`src/rtl/czonotope_unload.sv`:
```
// czonotope_unload: streams a constrained zonotope (c, G, A, b) out of four
// synchronous-read result memories as one word per valid/ready handshake.
// Order: c, then G column-major, then A column-major, then b.
// A 2-entry output FIFO absorbs the one-cycle memory latency plus the capture
// register, so the stream runs at one word per cycle while m_ready stays high.
// Optional feature macro: CZ_UNLOAD_NAN_FLAG_EN. When defined, nan_o is a
// sticky flag for handshaken words with an all-ones exponent (NaN/Inf).
module czonotope_unload #(
  parameter int NMAX       = 3,
  parameter int NGMAX      = 15,
  parameter int NCMAX      = 12,
  parameter int DATA_WIDTH = 32,
  parameter int NW         = $clog2(NMAX) + 1,
  parameter int GW         = $clog2(NGMAX) + 1,
  parameter int CW         = $clog2(NCMAX) + 1
) (
  input  logic                  clk_i,
  input  logic                  rst_i,
  input  logic                  start_i,
  input  logic [NW-1:0]         n_i,
  input  logic [GW-1:0]         ng_i,
  input  logic [CW-1:0]         nc_i,
  output logic [NW-1:0]         c_addr,
  input  logic [DATA_WIDTH-1:0] c_rdata,
  output logic [NW-1:0]         G_raddr,
  output logic [GW-1:0]         G_caddr,
  input  logic [DATA_WIDTH-1:0] G_rdata,
  output logic [CW-1:0]         A_raddr,
  output logic [GW-1:0]         A_caddr,
  input  logic [DATA_WIDTH-1:0] A_rdata,
  output logic [CW-1:0]         b_addr,
  input  logic [DATA_WIDTH-1:0] b_rdata,
  output logic                  m_valid,
  input  logic                  m_ready,
  output logic [DATA_WIDTH-1:0] m_data,
  output logic [1:0]            m_sec,
  output logic                  m_last,
  output logic                  busy,
  output logic                  done,
  output logic                  err,
  output logic                  nan_o
);

  localparam int IW = (NW > CW) ? NW : CW;  // shared row counter width
  localparam int EW = DATA_WIDTH + 3;       // FIFO entry: {last, sec, data}

  localparam logic [2:0] S_IDLE  = 3'd0;
  localparam logic [2:0] S_C     = 3'd1;
  localparam logic [2:0] S_G     = 3'd2;
  localparam logic [2:0] S_A     = 3'd3;
  localparam logic [2:0] S_B     = 3'd4;
  localparam logic [2:0] S_DRAIN = 3'd5;

  logic [2:0]    state_reg;
  logic [IW-1:0] row_reg;
  logic [GW-1:0] col_reg;
  logic [NW-1:0] n_reg;
  logic [GW-1:0] ng_reg;
  logic [CW-1:0] nc_reg;
  logic          done_reg;
  logic          err_reg;

  // Read issued last cycle: its data is on the memory outputs this cycle.
  logic          pend_reg;
  logic [1:0]    pend_sec_reg;
  logic          pend_last_reg;

  logic [EW-1:0] fifo_reg [0:1];
  logic          wr_ptr_reg;
  logic          rd_ptr_reg;
  logic [1:0]    count_reg;

  logic          in_sec;
  logic          pop;
  logic [2:0]    occ;
  logic          issue;
  logic          sec_end;
  logic          row_end;
  logic [2:0]    next_sec;
  logic [1:0]    tag;
  logic          range_bad;
  logic [IW-1:0] n_last;
  logic [IW-1:0] nc_last;
  logic [GW-1:0] ng_last;
  logic [EW-1:0] head;
  logic [DATA_WIDTH-1:0] wr_data;

  assign in_sec    = (state_reg == S_C) || (state_reg == S_G) ||
                     (state_reg == S_A) || (state_reg == S_B);
  assign head      = fifo_reg[rd_ptr_reg];
  assign m_valid   = (count_reg != 2'd0);
  assign pop       = m_valid && m_ready;
  // Space check counts the word already in flight and frees a same-cycle pop.
  assign occ       = {1'b0, count_reg} + {2'b00, pend_reg} - {2'b00, pop};
  assign issue     = in_sec && (occ < 3'd2);
  assign range_bad = (n_i > NW'(NMAX)) || (ng_i > GW'(NGMAX)) || (nc_i > CW'(NCMAX));
  assign n_last    = IW'(n_reg) - IW'(1);
  assign nc_last   = IW'(nc_reg) - IW'(1);
  assign ng_last   = ng_reg - GW'(1);

  assign m_data = m_valid ? head[DATA_WIDTH-1:0] : '0;
  assign m_sec  = m_valid ? head[DATA_WIDTH+1:DATA_WIDTH] : 2'd0;
  assign m_last = m_valid ? head[DATA_WIDTH+2] : 1'b0;
  assign busy   = (state_reg != S_IDLE);
  assign done   = done_reg;
  assign err    = err_reg;

  // Addresses follow the walk counters only in their own section, else 0.
  assign c_addr  = (state_reg == S_C) ? row_reg[NW-1:0] : '0;
  assign G_raddr = (state_reg == S_G) ? row_reg[NW-1:0] : '0;
  assign G_caddr = (state_reg == S_G) ? col_reg : '0;
  assign A_raddr = (state_reg == S_A) ? row_reg[CW-1:0] : '0;
  assign A_caddr = (state_reg == S_A) ? col_reg : '0;
  assign b_addr  = (state_reg == S_B) ? row_reg[CW-1:0] : '0;

  // Per-section end-of-row / end-of-section detection and section chaining.
  always_comb begin
    sec_end  = 1'b0;
    row_end  = 1'b0;
    next_sec = S_DRAIN;
    tag      = 2'd0;
    case (state_reg)
      S_C: begin
        row_end  = (row_reg == n_last);
        sec_end  = row_end;
        next_sec = (ng_reg != '0) ? S_G : ((nc_reg != '0) ? S_B : S_DRAIN);
        tag      = 2'd0;
      end
      S_G: begin
        row_end  = (row_reg == n_last);
        sec_end  = row_end && (col_reg == ng_last);
        next_sec = (nc_reg != '0) ? S_A : S_DRAIN;
        tag      = 2'd1;
      end
      S_A: begin
        row_end  = (row_reg == nc_last);
        sec_end  = row_end && (col_reg == ng_last);
        next_sec = S_B;
        tag      = 2'd2;
      end
      S_B: begin
        row_end  = (row_reg == nc_last);
        sec_end  = row_end;
        next_sec = S_DRAIN;
        tag      = 2'd3;
      end
      default: ;
    endcase
  end

  // Select the memory whose read was issued last cycle.
  always_comb begin
    wr_data = c_rdata;
    case (pend_sec_reg)
      2'd1:    wr_data = G_rdata;
      2'd2:    wr_data = A_rdata;
      2'd3:    wr_data = b_rdata;
      default: wr_data = c_rdata;
    endcase
  end

  // Transfer FSM: start/range check, walk counters, completion pulse.
  always_ff @(posedge clk_i or posedge rst_i) begin
    if (rst_i) begin
      state_reg <= S_IDLE;
      row_reg   <= '0;
      col_reg   <= '0;
      n_reg     <= '0;
      ng_reg    <= '0;
      nc_reg    <= '0;
      done_reg  <= 1'b0;
      err_reg   <= 1'b0;
    end else begin
      done_reg <= 1'b0;
      case (state_reg)
        S_IDLE: begin
          if (start_i) begin
            n_reg   <= n_i;
            ng_reg  <= ng_i;
            nc_reg  <= nc_i;
            err_reg <= range_bad;
            row_reg <= '0;
            col_reg <= '0;
            if (range_bad || (n_i == '0)) begin
              done_reg <= 1'b1;
            end else begin
              state_reg <= S_C;
            end
          end
        end
        S_DRAIN: begin
          if (pop && head[DATA_WIDTH+2]) begin
            state_reg <= S_IDLE;
            done_reg  <= 1'b1;
          end
        end
        default: begin
          if (issue) begin
            if (sec_end) begin
              state_reg <= next_sec;
              row_reg   <= '0;
              col_reg   <= '0;
            end else if (row_end) begin
              row_reg <= '0;
              col_reg <= col_reg + GW'(1);
            end else begin
              row_reg <= row_reg + IW'(1);
            end
          end
        end
      endcase
    end
  end

  // Track the read in flight so its data is captured one cycle later.
  always_ff @(posedge clk_i or posedge rst_i) begin
    if (rst_i) begin
      pend_reg      <= 1'b0;
      pend_sec_reg  <= 2'd0;
      pend_last_reg <= 1'b0;
    end else begin
      pend_reg      <= issue;
      pend_sec_reg  <= tag;
      pend_last_reg <= issue && sec_end && (next_sec == S_DRAIN);
    end
  end

  // Two-entry output FIFO; writes are only possible when space was reserved.
  always_ff @(posedge clk_i or posedge rst_i) begin
    if (rst_i) begin
      fifo_reg[0] <= '0;
      fifo_reg[1] <= '0;
      wr_ptr_reg  <= 1'b0;
      rd_ptr_reg  <= 1'b0;
      count_reg   <= 2'd0;
    end else begin
      if (pend_reg) begin
        fifo_reg[wr_ptr_reg] <= {pend_last_reg, pend_sec_reg, wr_data};
        wr_ptr_reg           <= ~wr_ptr_reg;
      end
      if (pop) begin
        rd_ptr_reg <= ~rd_ptr_reg;
      end
      count_reg <= count_reg + {1'b0, pend_reg} - {1'b0, pop};
    end
  end

`ifdef CZ_UNLOAD_NAN_FLAG_EN
  logic nan_reg;

  // Sticky non-finite detector on accepted words; cleared by a new start.
  always_ff @(posedge clk_i or posedge rst_i) begin
    if (rst_i) begin
      nan_reg <= 1'b0;
    end else if ((state_reg == S_IDLE) && start_i) begin
      nan_reg <= 1'b0;
    end else if (pop && (&m_data[30:23])) begin
      nan_reg <= 1'b1;
    end
  end

  assign nan_o = nan_reg;
`else
  assign nan_o = 1'b0;
`endif

endmodule

```
`config.mk`:
```
export PLATFORM = sky130hd
export DESIGN_NAME = czonotope_unload
export DESIGN_NICKNAME = d
export VERILOG_FILES = /design/src/rtl/czonotope_unload.sv
export SDC_FILE = /design/constraint.sdc
export NUM_CORES = 1
export LEC_CHECK = 0
export ABC_AREA = 1
export CORE_UTILIZATION = 43
export CTS_BUF_LIST = sky130_fd_sc_hd__clkbuf_8
export CTS_CLUSTER_SIZE = 30
export DETAILED_ROUTE_END_ITERATION = 8
export GPL_TIMING_DRIVEN = 1
export PLACE_DENSITY_LB_ADDON = 0.3
export SLEW_MARGIN = 20
export SYNTH_ARGS = -nofsm -noshare
export SYNTH_HDL_FRONTEND = slang
export SYNTH_SLANG_ARGS = --single-unit
```
`constraint.sdc`:
```
create_clock -name clk_i -period 3.37 [get_ports clk_i]
set_input_delay 0.674 -clock clk_i [delete_from_list [all_inputs] [get_ports clk_i]]
set_output_delay 0.674 -clock clk_i [all_outputs]
set_load 0.02 [all_outputs]
```
After elaboration in Yosys (flattened, before gate mapping)
Cells that the tools add are included.

operators by class
  reduce and logical (&&, ||, !) cells = 30
  muxes and demuxes = 42
  bitwise gates (word level) = 5
  add/sub/neg operators = 9
  eq/ne operators = 15
  order comparisons = 7

operators by type and width
  operator                                                                          number
  35-bit two-way mux                                                                4
  32-bit case mux with 3 select lines                                               1
  70-bit bitwise mux                                                                1
  5-bit two-way mux                                                                 11
  35-bit demux with 1-bit select                                                    1
  32-bit two-way mux                                                                1
  3-bit two-way mux                                                                 9
  5-bit case mux with 2 select lines                                                2
  5-bit == test                                                                     3
  3-bit nonzero test                                                                4
  5-bit by 1-bit adder with 5-bit output (second input constant)                    2
  5-bit by 4-bit greater-than comparator with 1-bit output (second input constant)  2
  5-bit nonzero test                                                                2
  5-bit by 1-bit subtractor with 5-bit output (second input constant)               2
  3-bit == test (second input constant)                                             3
  3-bit case mux with 3 select lines                                                1
  1-bit logical AND                                                                 8
  3-bit by 2-bit == test with 1-bit output (second input constant)                  2
  3-bit logical NOT                                                                 2
  1-bit logical OR                                                                  6
  2-bit inequality test (second input constant)                                     3
  2-bit case mux with 3 select lines                                                1
  3-bit case mux with 2 select lines                                                1
  1-bit two-way mux                                                                 5
  23 further kinds                                                                  31

word-level totals
  bits in registers = 106
  output and inout port bits = 66
  logic and storage cells = 124

Depth between registers and ports, before layout
Gate-level depths: netlist of run 1.

  depth in word-level cells = 7
  gate-level depth with buffers = 17

Worst setup path before layout of run 1
Ideal clock, no wire load.

  path type = register to register
  start = register count_reg[1]
  end = register row_reg[3]
  buffers on the path = 0
  setup time = 0.118 ns
  path slack = 0.560 ns
  required time = 3.252 ns
  stages on the path, launching flop included = 18
  period minus slack after synthesis = 2.810 ns
  arrival time = 2.692 ns
  cells stage by stage = dfrtp_1 -> nor2_2 -> inv_2 -> nand2_1 -> inv_1 -> ha_1 -> inv_1 -> ha_1 -> inv_1 -> fa_1 -> xnor2_1 -> nand3_2 -> a21oi_4 -> inv_2 -> nor2_1 -> nand3_1 -> xor2_1 -> nor2_1

on the way
  longest elaborated chain between the ends = 7
  elaborated cells between the ends (all ways) = 8

RTL lines
  item                                                   RTL line  text
  from (decl)                                            71        logic [1:0] count_reg;
  from (signal assigned)                                 244       count_reg <= count_reg + {1'b0, pend_reg} - {1'b0, pop};
  2-bit nonzero test                                     91        assign m_valid = (count_reg != 2'd0);
  via m_valid                                            33        output logic m_valid,
  1-bit logical AND                                      92        assign pop = m_valid && m_ready;
  via pop                                                74        logic pop;
  3-bit by 1-bit subtractor with 3-bit output            94        assign occ = {1'b0, count_reg} + {2'b00, pend_reg} - {2'b00, pop};
  3-bit by 2-bit less-than comparator with 1-bit output  95        assign issue = in_sec && (occ < 3'd2);
  1-bit logical AND                                      95
  2-bit nonzero test (no source line)                    --
  3-bit AND reduction (no source line)                   --
  to (signal assigned)                                   207       row_reg <= row_reg + IW'(1);
  to (decl)                                              55        logic [IW-1:0] row_reg;

The timed path passes the listed nets, and every way through them passes these cells.
A chain may end at the register's enable or synchronous reset.

Worst setup path in the final report of run 1
  start = register state_reg[2]
  end = output G_caddr[3]

on the way
  longest elaborated chain between the ends = 2

RTL lines
  item                                      RTL line  text
  from (decl)                               54        logic [2:0] state_reg;
  from (signal assigned)                    200       state_reg <= next_sec;
  3-bit by 2-bit == test with 1-bit output  111       assign G_caddr = (state_reg == S_G) ? col_reg : '0;
  5-bit two-way mux                         111
  to (decl)                                 26        output logic [GW-1:0] G_caddr,

No other way between the ends.

==> impl_metrics.env, run 1 <==
export IMPL_status="finished clean"
export IMPL_fin_worst_skew_ns=0.007083
export IMPL_synth_seq_area_share=0.4381
export IMPL_cts_setup_buffers=0
export IMPL_yosysWarnings=0
export IMPL_power_density_mw_per_mm2=875.8
export IMPL_path_clk_slew_ns=0.10
export IMPL_crit_type="reg2out"
export IMPL_clock_sinks=106
export IMPL_cp_arrival_ns=2.44
export IMPL_final_hold_viol_count=0
export IMPL_critical_path_slowest_cell="clkdlybuf4s50_1"
export IMPL_grt_pass1_wl_mm=29.15
export IMPL_clk_latency_ns=0.36
export IMPL_num_antenna_cells=0
export IMPL_finalNetCount=1191
export IMPL_path_cells="nor3_1 -> clkinv_1 -> nor2_1 -> clkdlybuf4s50_1"
export IMPL_cts_path_max_buffers=2
export IMPL_synth_nets=1003
export IMPL_fillers=1217
export IMPL_htree_levels=3
export IMPL_critical_path_required_ns=2.70
export IMPL_synth_area_mm2=0.006055
export IMPL_fin_crit_sh=0.9228
export IMPL_die_h_um=120.7
export IMPL_syn_to_final_growth_pct=40.11
export IMPL_place_congestion=0.8446
export IMPL_cts_hold_fix_buffers=0
export IMPL_avgSynthCellArea_um2=7.123
export IMPL_dr_first_iter_drc_count=365
export IMPL_tns_ns=0
export IMPL_worst_slew_pin_transition_ns=1.011
export IMPL_cp_start_kind="flop"
export IMPL_synthXorXnorAreaFrac=0.02025
export IMPL_rsz0062_at_grt="no"
export IMPL_hpwl_mm=13.46
export IMPL_die_w_um=120.7
export IMPL_vias=6306
export IMPL_core_mm2=0.01351
export IMPL_grtUsageTotal=0.2566
export IMPL_antenna_found_initial=0
export IMPL_slew_viol_final=0
export IMPL_synth_simple_gate_area_frac=0.2887
export IMPL_register_area_mm2=0.002653
export IMPL_rows=42
export IMPL_pin_count=211
export IMPL_ant_nets=0
export IMPL_dieArea_mm2=0.01456
export IMPL_cp_max_fo=10
export IMPL_start_util=0.4483
export IMPL_numCtsBuffers=9
export IMPL_critPathMaxStageDelay_ns=0.63
export IMPL_remaining_drc_errors=0
export IMPL_max_freq_mhz=321.6
export IMPL_first_global_vias=5819
export IMPL_globalRoute_totalOverflow=0
export IMPL_grt_max_degree=107
export IMPL_cts_resized=0
export IMPL_vias_per_cell=5.173
export IMPL_ys_types=36
export IMPL_leakage_nw=3.749
export IMPL_synth_compound_area_frac=0.1670
export IMPL_period_minus_slack_ns=3.110
export IMPL_io_buffers=209
export IMPL_setup_violations_final=0
export IMPL_drive_gt1_frac=0.05849
export IMPL_cts_root_buffer="clkbuf_8"
export IMPL_wl_per_cell_um=15.15
export IMPL_hp_class="reg2reg"
export IMPL_setup_worst_path_end_class="output pin"
export IMPL_first_pass_iters=5
export IMPL_routed_wl_mm=18.46
export IMPL_cts_tree="done"
export IMPL_largest_reg_flops=70
export IMPL_critPathTopFamily="buffers and inverters"
export IMPL_ys_ff_latch=106
export IMPL_yosys_area_share_adder=0.01777
export IMPL_syn_inst=850
export IMPL_synth_area_mux_share=0
export IMPL_power_total_w=0.007430
export IMPL_synth_top_family_by_area="simple AND/OR/NAND/NOR gates"
export IMPL_multi_input_area_mm2=0.003005
export IMPL_maxCapViolCount=0
export IMPL_path_buf_inv=2
export IMPL_slew_headroom=0.3255
export IMPL_peakVddDrop_uv=553.7
[worst min-delay path: cells and delay by family, from the launching register on]
family           cells  cell delay [ns]
and+or+nand+nor      2             0.11
DFF                  1             0.36
[final cells by class]
type,instances,share of cell area
multi-input cells,641,0.3543
well taps,176,0.02596
clock inverters,6,0.005015
repair buffers,222,0.2596
clock buffers,10,0.01622
flip-flops and latches,106,0.3127
inverters,58,0.02625
[cells by family (layout without fill, tap and decap cells)]
family | after synthesis | after routing
and+or+nand+nor | 423 | 423
other | 1 | 1
AOI/OAI and AO/OA | 195 | 195
DFF | 106 | 106
xor gates and xnor gates | 14 | 14
adders and majority gates | 8 | 8
buffers and inverters | 103 | 296
[cells in the final DEF, fill, tap and decap left out, types with 2 or more instances in the layout]
| cell type | synthesis | layout |
|---|---|---|
| nand3_1 | 54 | 54 |
| nand3_2 | 3 | 3 |
| nand3b_1 | 2 | 2 |
| inv_2 | 10 | 10 |
| clkinv_4 | 0 | 2 |
| or2_1 | 3 | 2 |
| xnor2_1 | 3 | 3 |
| nand2_2 | 3 | 3 |
| clkbuf_8 | 0 | 10 |
| xor2_1 | 11 | 11 |
| ha_1 | 7 | 7 |
| nor2_2 | 8 | 7 |
| clkdlybuf4s50_1 | 0 | 209 |
| clkinv_2 | 1 | 2 |
| nor2_1 | 51 | 51 |
| a21oi_1 | 35 | 35 |
| nor3_1 | 5 | 5 |
| o21ai_0 | 151 | 151 |
| nor2_4 | 1 | 2 |
| clkinvlp_4 | 0 | 2 |
| inv_1 | 46 | 46 |
| nand2_4 | 1 | 2 |
| buf_4 | 1 | 12 |
| o211ai_1 | 3 | 3 |
| nand2_1 | 290 | 289 |
| dfrtp_1 | 106 | 106 |
[synthesized netlist by cell type]
cell,instances,area share
nor2_2,8,0.0083
inv_2,10,0.0062
dfrtp_1,106,0.44
clkinv_2,1,0.00083
buf_4,1,0.0012
nand3b_1,2,0.0025
conb_1,1,0.00062
inv_1,46,0.029
clkinv_1,1,0.00062
a21oi_4,1,0.0027
nor2_4,1,0.0019
nand2_2,3,0.0031
xnor2_1,3,0.0043
nand2_4,1,0.0019
nor3b_1,1,0.0012
buf_2,2,0.0017
o21ai_0,151,0.12
a22o_1,1,0.0014
o21ai_1,1,0.00083
o211ai_1,3,0.0037
nor3_2,1,0.0017
o211ai_2,1,0.0021
o22ai_1,1,0.0010
ha_1,7,0.014
nor2_1,51,0.032
nand3_1,54,0.045
fa_1,1,0.0033
buf_6,2,0.0037
xor2_1,11,0.016
nand2_1,290,0.18
a221oi_1,1,0.0014
a21oi_1,35,0.029
nand3_2,3,0.0050
or2_1,3,0.0031
nor3_1,5,0.0041
clkbuf_1,40,0.025
[final timing paths]
kind,startpoint,to,slack (ns),cells after the start
worst max-delay path,state_reg[2],G_caddr[3],0.26,4
worst min-delay path,err,err,0.49,2
worst max register to register,count_reg[1],row_reg[3],0.54,17
worst min register to register,err,err,0.49,2
max in group asynchronous,rst_i,fifo_reg[68],2.13,3
min in group asynchronous,rst_i,fifo_reg[59],0.81,3
[where the power goes]
group	total, W	internal, W	switching (W)
combinational	0.00445	0.00174	0.00271
clock	0.000730	0.000291	0.000439
sequential	0.00225	0.00186	0.000388
[routing by layer]
layer,vias to the layer above,routed length (um),global-route usage
met5,-,0,0
met3,30,1255,0.05000
met2,218,8974,0.4483
met4,0,396,0.08025
met1,2934,7835,0.3185
li1,3124,-,-
[per-stage QoR]
stage	hold slack [ns]	utilization	setup slack [ns]	instance area [um2]	cells
floorplan	0.4529	-	0.5595	6058	850
global placement	0.4595	0.6144	0.1892	8298	1203
detailed placement	0.4702	0.6144	0.09378	8298	1203
CTS	0.4916	0.6278	0.2787	8478	1219
global route	0.5167	0.6281	0.08436	8483	1219
finish	0.4910	0.6281	0.2602	8483	1219
Note: power is estimated with default switching activity, not from simulation.
==> run 2, diff against run 1 <==
--- a/config.mk
+++ b/config.mk
@@ -8,6 +8,7 @@
 export ABC_AREA = 1
 export CORE_UTILIZATION = 43
 export CTS_BUF_LIST = sky130_fd_sc_hd__clkbuf_8
+export CTS_CLUSTER_DIAMETER = 120
 export CTS_CLUSTER_SIZE = 30
 export DETAILED_ROUTE_END_ITERATION = 8
 export GPL_TIMING_DRIVEN = 1
==> results of run 2 <==
The final DEF is identical to that of run 1; final timing and power are the same.
